$ cat config.mk
export PLATFORM = sky130hd
export DESIGN_NAME = uart_wb_master
export DESIGN_NICKNAME = d
export VERILOG_FILES = /design/src/rtl/uart_wb_pkg.sv /design/src/rtl/uart_wb_master.sv
export SDC_FILE = /design/constraint.sdc
export NUM_CORES = 1
export LEC_CHECK = 0
export BUFFER_PORTS_ARGS = -buffer_cell sky130_fd_sc_hd__buf_4
export CAP_MARGIN = 20
export CORE_MARGIN = 4
export CORE_UTILIZATION = 45
export DETAILED_ROUTE_END_ITERATION = 8
export MAX_ROUTING_LAYER = met4
export PLACE_DENSITY = 0.72
export SLEW_MARGIN = 20
export SYNTH_ARGS = -nofsm -noshare
export SYNTH_HDL_FRONTEND = slang
export SYNTH_SLANG_ARGS = --single-unit
$ cat constraint.sdc
create_clock -name i_clk -period 2.74 [get_ports i_clk]
set_input_delay 0.274 -clock i_clk [delete_from_list [all_inputs] [get_ports i_clk]]
set_output_delay 0.274 -clock i_clk [all_outputs]
set_load 0.02 [all_outputs]
$ cat src/rtl/uart_wb_pkg.sv
// Shared definitions for the UART command path: command/response word
// layout, opcode and response-code encodings, and the bus-master state set.
package uart_wb_pkg;

  // Command and response words share the same 2-bit code + 32-bit payload layout.
  localparam int CMD_W  = 34;
  localparam int RSP_W  = 34;
  localparam int DATA_W = 32;

  // Field positions inside a command word.
  localparam int OP_HI  = 33;
  localparam int OP_LO  = 32;
  localparam int PAY_HI = 31;
  localparam int PAY_LO = 0;

  typedef enum logic [1:0] {
    OP_SETADDR = 2'b00,
    OP_WRITE   = 2'b01,
    OP_READ    = 2'b10,
    OP_SETINC  = 2'b11
  } opcode_t;

  typedef enum logic [1:0] {
    RSP_WRACK  = 2'b00,
    RSP_RDDATA = 2'b01,
    RSP_BUSERR = 2'b10,
    RSP_CFGACK = 2'b11
  } rsp_code_t;

  typedef enum logic [1:0] {
    ST_IDLE = 2'b00,
    ST_REQ  = 2'b01,
    ST_WAIT = 2'b10,
    ST_RSP  = 2'b11
  } state_t;

  // Pack a response code and its data into a response word.
  function automatic logic [RSP_W-1:0] make_rsp(input rsp_code_t code,
                                                input logic [DATA_W-1:0] data);
    return {code, data};
  endfunction

endpackage

$ cat src/rtl/uart_wb_master.sv
// uart_wb_master: executes decoded UART command words as single-beat
// Wishbone B4 pipelined transactions and returns one response word each.
module uart_wb_master
  import uart_wb_pkg::*;
#(
  parameter int AW      = 30,
  parameter int TIMEOUT = 1023
) (
  input  logic              i_clk,
  input  logic              i_reset,
  input  logic              i_stb,
  input  logic [CMD_W-1:0]  i_word,
  output logic              o_busy,
  output logic              o_cmd_drop,
  output logic              o_rsp_stb,
  output logic [RSP_W-1:0]  o_rsp_word,
  output logic              o_wb_cyc,
  output logic              o_wb_stb,
  output logic              o_wb_we,
  output logic [AW-1:0]     o_wb_addr,
  output logic [DATA_W-1:0] o_wb_data,
  output logic [3:0]        o_wb_sel,
  input  logic              i_wb_stall,
  input  logic              i_wb_ack,
  input  logic              i_wb_err,
  input  logic [DATA_W-1:0] i_wb_data
);

  // Counter wide enough to reach TIMEOUT; one bit minimum when disabled.
  localparam int CW = (TIMEOUT > 1) ? $clog2(TIMEOUT + 1) : 1;

  state_t              state_reg, state_next;
  logic [AW-1:0]       addr_reg, addr_next;
  logic                inc_reg, inc_next;
  logic [CW-1:0]       cnt_reg, cnt_next;
  logic                we_reg, we_next;
  logic [DATA_W-1:0]   wdata_reg, wdata_next;
  logic [RSP_W-1:0]    rsp_word_reg, rsp_word_next;
  logic                drop_reg, drop_next;

  opcode_t             opcode;
  logic [DATA_W-1:0]   payload;
  logic [DATA_W-1:0]   addr_ext;
  logic [AW-1:0]       addr_inc;
  logic                timeout_hit;

  assign opcode   = opcode_t'(i_word[OP_HI:OP_LO]);
  assign payload  = i_word[PAY_HI:PAY_LO];
  assign addr_ext = DATA_W'(addr_reg);
  // Address arithmetic is AW bits wide, so the top address rolls over to zero.
  assign addr_inc = addr_reg + AW'(1);
  // The cycle in which the counter holds TIMEOUT-1 is the last one allowed on the bus.
  assign timeout_hit = (TIMEOUT != 0) && (cnt_reg == CW'(TIMEOUT - 1));

  // Bus handshake and status outputs are decoded straight from the state.
  assign o_busy     = (state_reg != ST_IDLE);
  assign o_rsp_stb  = (state_reg == ST_RSP);
  assign o_wb_cyc   = (state_reg == ST_REQ) || (state_reg == ST_WAIT);
  assign o_wb_stb   = (state_reg == ST_REQ);
  assign o_wb_we    = we_reg;
  assign o_wb_addr  = addr_reg;
  assign o_wb_data  = wdata_reg;
  assign o_wb_sel   = 4'hF;
  assign o_cmd_drop = drop_reg;
  assign o_rsp_word = rsp_word_reg;

  // State and datapath registers with synchronous reset.
  always_ff @(posedge i_clk) begin
    if (i_reset) begin
      state_reg    <= ST_IDLE;
      addr_reg     <= '0;
      inc_reg      <= 1'b0;
      cnt_reg      <= '0;
      we_reg       <= 1'b0;
      wdata_reg    <= '0;
      rsp_word_reg <= '0;
      drop_reg     <= 1'b0;
    end else begin
      state_reg    <= state_next;
      addr_reg     <= addr_next;
      inc_reg      <= inc_next;
      cnt_reg      <= cnt_next;
      we_reg       <= we_next;
      wdata_reg    <= wdata_next;
      rsp_word_reg <= rsp_word_next;
      drop_reg     <= drop_next;
    end
  end

  // Next-state logic: command decode, bus handshake, timeout abort and response build.
  always_comb begin
    state_next    = state_reg;
    addr_next     = addr_reg;
    inc_next      = inc_reg;
    cnt_next      = cnt_reg;
    we_next       = we_reg;
    wdata_next    = wdata_reg;
    rsp_word_next = rsp_word_reg;
    // Any command arriving outside IDLE (including the RSP cycle) is discarded.
    drop_next     = i_stb && (state_reg != ST_IDLE);

    case (state_reg)
      ST_IDLE: begin
        if (i_stb) begin
          case (opcode)
            OP_SETADDR: begin
              addr_next     = payload[AW-1:0];
              rsp_word_next = make_rsp(RSP_CFGACK, {inc_reg, 31'(payload[AW-1:0])});
              state_next    = ST_RSP;
            end
            OP_SETINC: begin
              inc_next      = payload[0];
              rsp_word_next = make_rsp(RSP_CFGACK, {payload[0], 31'(addr_reg)});
              state_next    = ST_RSP;
            end
            OP_WRITE, OP_READ: begin
              we_next    = (opcode == OP_WRITE);
              wdata_next = payload;
              cnt_next   = '0;
              state_next = ST_REQ;
            end
          endcase
        end
      end

      ST_REQ: begin
        // Acks and errors cannot belong to this request yet, so only stall matters.
        cnt_next = cnt_reg + CW'(1);
        if (timeout_hit) begin
          rsp_word_next = make_rsp(RSP_BUSERR, addr_ext);
          we_next       = 1'b0;
          state_next    = ST_RSP;
        end else if (!i_wb_stall) begin
          state_next = ST_WAIT;
        end
      end

      ST_WAIT: begin
        cnt_next = cnt_reg + CW'(1);
        // Error outranks a simultaneous ack; a real termination outranks the timeout.
        if (i_wb_err) begin
          rsp_word_next = make_rsp(RSP_BUSERR, addr_ext);
          we_next       = 1'b0;
          state_next    = ST_RSP;
        end else if (i_wb_ack) begin
          rsp_word_next = we_reg ? make_rsp(RSP_WRACK, addr_ext)
                                 : make_rsp(RSP_RDDATA, i_wb_data);
          if (inc_reg) begin
            addr_next = addr_inc;
          end
          we_next    = 1'b0;
          state_next = ST_RSP;
        end else if (timeout_hit) begin
          rsp_word_next = make_rsp(RSP_BUSERR, addr_ext);
          we_next       = 1'b0;
          state_next    = ST_RSP;
        end
      end

      ST_RSP: begin
        state_next = ST_IDLE;
      end
    endcase
  end

endmodule

==> key figures <==
Global route
  • First-pass GRT wire length: 35.5 mm
  • Final global-route overflow total: 0
  • Overall track demand over capacity in global routing: 0.275
  • Vias in the first global route: 6424
  • Number of antenna violations at the first check in global routing: 0
  • Largest net degree at the start of global routing: 38

STA
  • Final Skew: 0.00702 ns
  • Peak Freq: 429 MHz
  • Pins over their slew limit: 0
  • Final critical delay including setup and external delays: 2.33 ns
  • Final Cycle Share: 0.850
  • Final-report hold violation count: 0
  • Headroom to the max-slew limit: 0.426
  • Setup repair after global routing missed its margin: false
  • Post-Route Setup TNS: 0 ns
  • Final setup violating endpoints: 0
  • Measured slew at the worst slew-check pin: 0.861 ns

Drt
  • Routed vias/inst: 6.06
  • Length of the first detailed-routing pass in iterations: 5
  • Total wirelength of the detailed-routed design: 22.5 mm
  • Top metal layer carrying routed signals: met4
  • DRC violation total after the first TritonRoute iteration: 566
  • Final antenna-violating net count: 0
  • M1 wire length: 10.2 mm
  • Met3 WL post-DR: 1.96 mm
  • DRC violations left: 0
  • Met2 wire length: 9.99 mm
  • Detail-routed net length per standard cell: 19.3 um
  • Routed vias: 7047

Placed design
  • Detailed-placement wirelength estimate: 16.3 mm
  • Instance area at placement: 7960 um^2
  • Routability Congestion: 0.929
  • Port-buffer cells: 173

Yosys
  • Main synth FF type: sky130_fd_sc_hd__dfxtp_1
  • Per-instance average area after synthesis: 7.74 um^2
  • Async S/R FF share, synth: 0
  • Number of standard cells after synthesis: 845
  • Synthesized area: 6540 um^2
  • Total number of yosys warnings: 0
  • Portion of the post-synthesis area used by sequential elements: 0.340
  • Post-synth EDFFs: 0
  • Flip-flop and latch count after synthesis: 111
  • Yosys cell types: 63

Final layout
  • Total Nets Final: 1060
  • Area of combinational cells with multiple inputs: 3930 um^2
  • Final Util: 0.588
  • Layout overhead on the synthesized area: 26.4%
  • Top library cells by usage in the layout, fill and taps aside: sky130_fd_sc_hd__buf_4, sky130_fd_sc_hd__dfxtp_1, sky130_fd_sc_hd__nand2_1
  • Most common library cell in the layout ignoring fill and taps: sky130_fd_sc_hd__buf_4
  • FF/Latch Area: 2220 um^2
  • Proportion of layout cells with a drive suffix above 1: 0.238
  • Fillers: 1331
  • Number of antenna cells inserted: 0
  • Area of all placed cells without fillers: 8260 um^2
  • Max reg flops: 34

Critical path
  • Endpoint of the lowest-slack register-to-register path: o_wb_addr[23]$_SDFFE_PP0P_
  • Endpoint arrival time on the critical path: 2.61 ns
  • Worst setup slack for register-to-register paths: 0.41 ns
  • RR Startpoint: state_reg[0]$_SDFFE_PP0P_
  • Startpoint type of the worst setup path: flop
  • Class of the most critical setup path: flop to flop
  • Setup crit end kind: flop
  • Maximum net fanout on the critical path: 9
  • Depth of the worst register-to-register path: 8
  • Worst Path Required: 3.02 ns

Clock tree
  • Post-CTS Hold Buffers: 0
  • TritonCTS sink count: 111
  • Clk Latency, worst-skew pair: 0.36 ns
  • TritonCTS clock tree: done
  • Number of gates resized after cts: 0
  • Clock slew at reported path FFs: 0.08 ns
  • Root Buffer Master: sky130_fd_sc_hd__clkbuf_16
  • Number of H-tree levels: 3
  • Post CTS Setup Buffer Count: 0
  • Largest buffer count on any clock path: 2
  • Cts bufs inserted: 9

Die
  • Die height: 129 um
  • Initial Util: 0.465
  • Row cnt: 43
  • # IOs: 178
  • Die Area: 16500 um^2
  • Core area: 14000 um^2
  • Die boundary width: 129 um

Job
  • Max-Cap Viols: 0

Power and ir drop
  • Leakage power: 3.29 nW
  • Peak supply drop: 0.504 mV
  • Power density cells: 946 nW/um^2
  • Total power of the final layout: 7.81 mW

Status
  • Run status: completed

Worst hold path
  • Number of cells on the worst hold path: 3
  • Hold Startpoint: i_word[30]
  • Endpoint of the worst hold-timing path: o_wb_data[30]$_SDFFE_PP0P_
  • Hold/Removal Path Class: input pin to flop
[where the power goes]
group	internal (mW)	switching, mW	total (mW)
logic	1.55	2.52	4.07
clock network	0.734	0.627	1.36
registers	1.98	0.400	2.38
[per-stage QoR]
| stage | worst slack, ns | std cells | hold slack (ns) |
|---|---|---|---|
| 3_3_place_gp | 0.505 | 1147 | 0.443 |
| 4_1_cts | 0.416 | 1163 | 0.150 |
| 2_1_floorplan | 0.419 | 848 | 0.410 |
| 6_report | 0.411 | 1163 | 0.159 |
| 3_5_place_dp | 0.438 | 1147 | 0.447 |
| 5_1_grt | 0.237 | 1163 | 0.170 |
[cells by family (layout without fill, tap and decap cells)]
logic type,after synthesis,after routing,synth area share
compound gates,279,279,0.276
xor+xnor,4,4,0.00536
fa+ha+maj,10,10,0.0191
buf+inv,99,234,0.0634
flops,111,111,0.340
mux,49,49,0.0754
other cells,1,4,0.000574
simple gates,292,292,0.220
[final cells by class]
cell class	count	area share
clock buffers	11	0.0294
clock inverters	5	0.00697
inverters	13	0.00591
multi-input cells	638	0.475
flip-flops and latches	111	0.269
well taps	180	0.0273
repair buffers	205	0.186
[critical path: stages (launching register included)]
cell,delay [ns]
sky130_fd_sc_hd__dfxtp_1,0.33
sky130_fd_sc_hd__inv_1,0.12
sky130_fd_sc_hd__ha_1,0.33
sky130_fd_sc_hd__and3_1,0.41
sky130_fd_sc_hd__o22ai_1,0.14
sky130_fd_sc_hd__buf_4,0.19
sky130_fd_sc_hd__or3_1,0.29
sky130_fd_sc_hd__mux2_1,0.28
sky130_fd_sc_hd__a31oi_1,0.14
[worst max-delay path by stage]
stage	slack, ns	cells past startpoint	end	start
2_1_floorplan	0.42	6	o_wb_addr[28]$_SDFFE_PP0P_	o_wb_addr[0]$_SDFFE_PP0P_
3_3_place_gp	0.51	5	o_wb_addr[28]$_SDFFE_PP0P_	o_wb_addr[5]$_SDFFE_PP0P_
3_5_place_dp	0.44	8	o_wb_addr[21]$_SDFFE_PP0P_	state_reg[0]$_SDFFE_PP0P_
4_1_cts	0.42	8	o_wb_addr[21]$_SDFFE_PP0P_	state_reg[0]$_SDFFE_PP0P_
5_1_grt	0.24	8	o_wb_addr[21]$_SDFFE_PP0P_	state_reg[1]$_SDFFE_PP0P_
6_report	0.41	8	o_wb_addr[23]$_SDFFE_PP0P_	state_reg[0]$_SDFFE_PP0P_
[routing by layer]
| layer | global-route usage | vias to the layer above |
|---|---|---|
| met1 | 0.387 | 3291 |
| li1 | - | 3383 |
| met4 | 0.0704 | 0 |
| met5 | - | - |
| met2 | 0.409 | 349 |
| met3 | 0.0486 | 24 |
[Yosys cell counts (15+ instances only)]
library cell               number  area (um^2)
sky130_fd_sc_hd__a211oi_1      21          158
sky130_fd_sc_hd__a21oi_1       98          490
sky130_fd_sc_hd__a22o_1        15          131
sky130_fd_sc_hd__a22oi_1       28          210
sky130_fd_sc_hd__clkbuf_1      60          225
sky130_fd_sc_hd__dfxtp_1      111         2220
sky130_fd_sc_hd__mux2i_1       47          470
sky130_fd_sc_hd__nand2_1      107          402
sky130_fd_sc_hd__nand3_1       43          215
sky130_fd_sc_hd__nor2_1        36          135
sky130_fd_sc_hd__nor3_1        26          130
sky130_fd_sc_hd__o21ai_0       23          115
sky130_fd_sc_hd__o21ai_1       17         85.1
sky130_fd_sc_hd__o221ai_1      15          131
No activity file was read; power rests on OpenSTA's default activity.
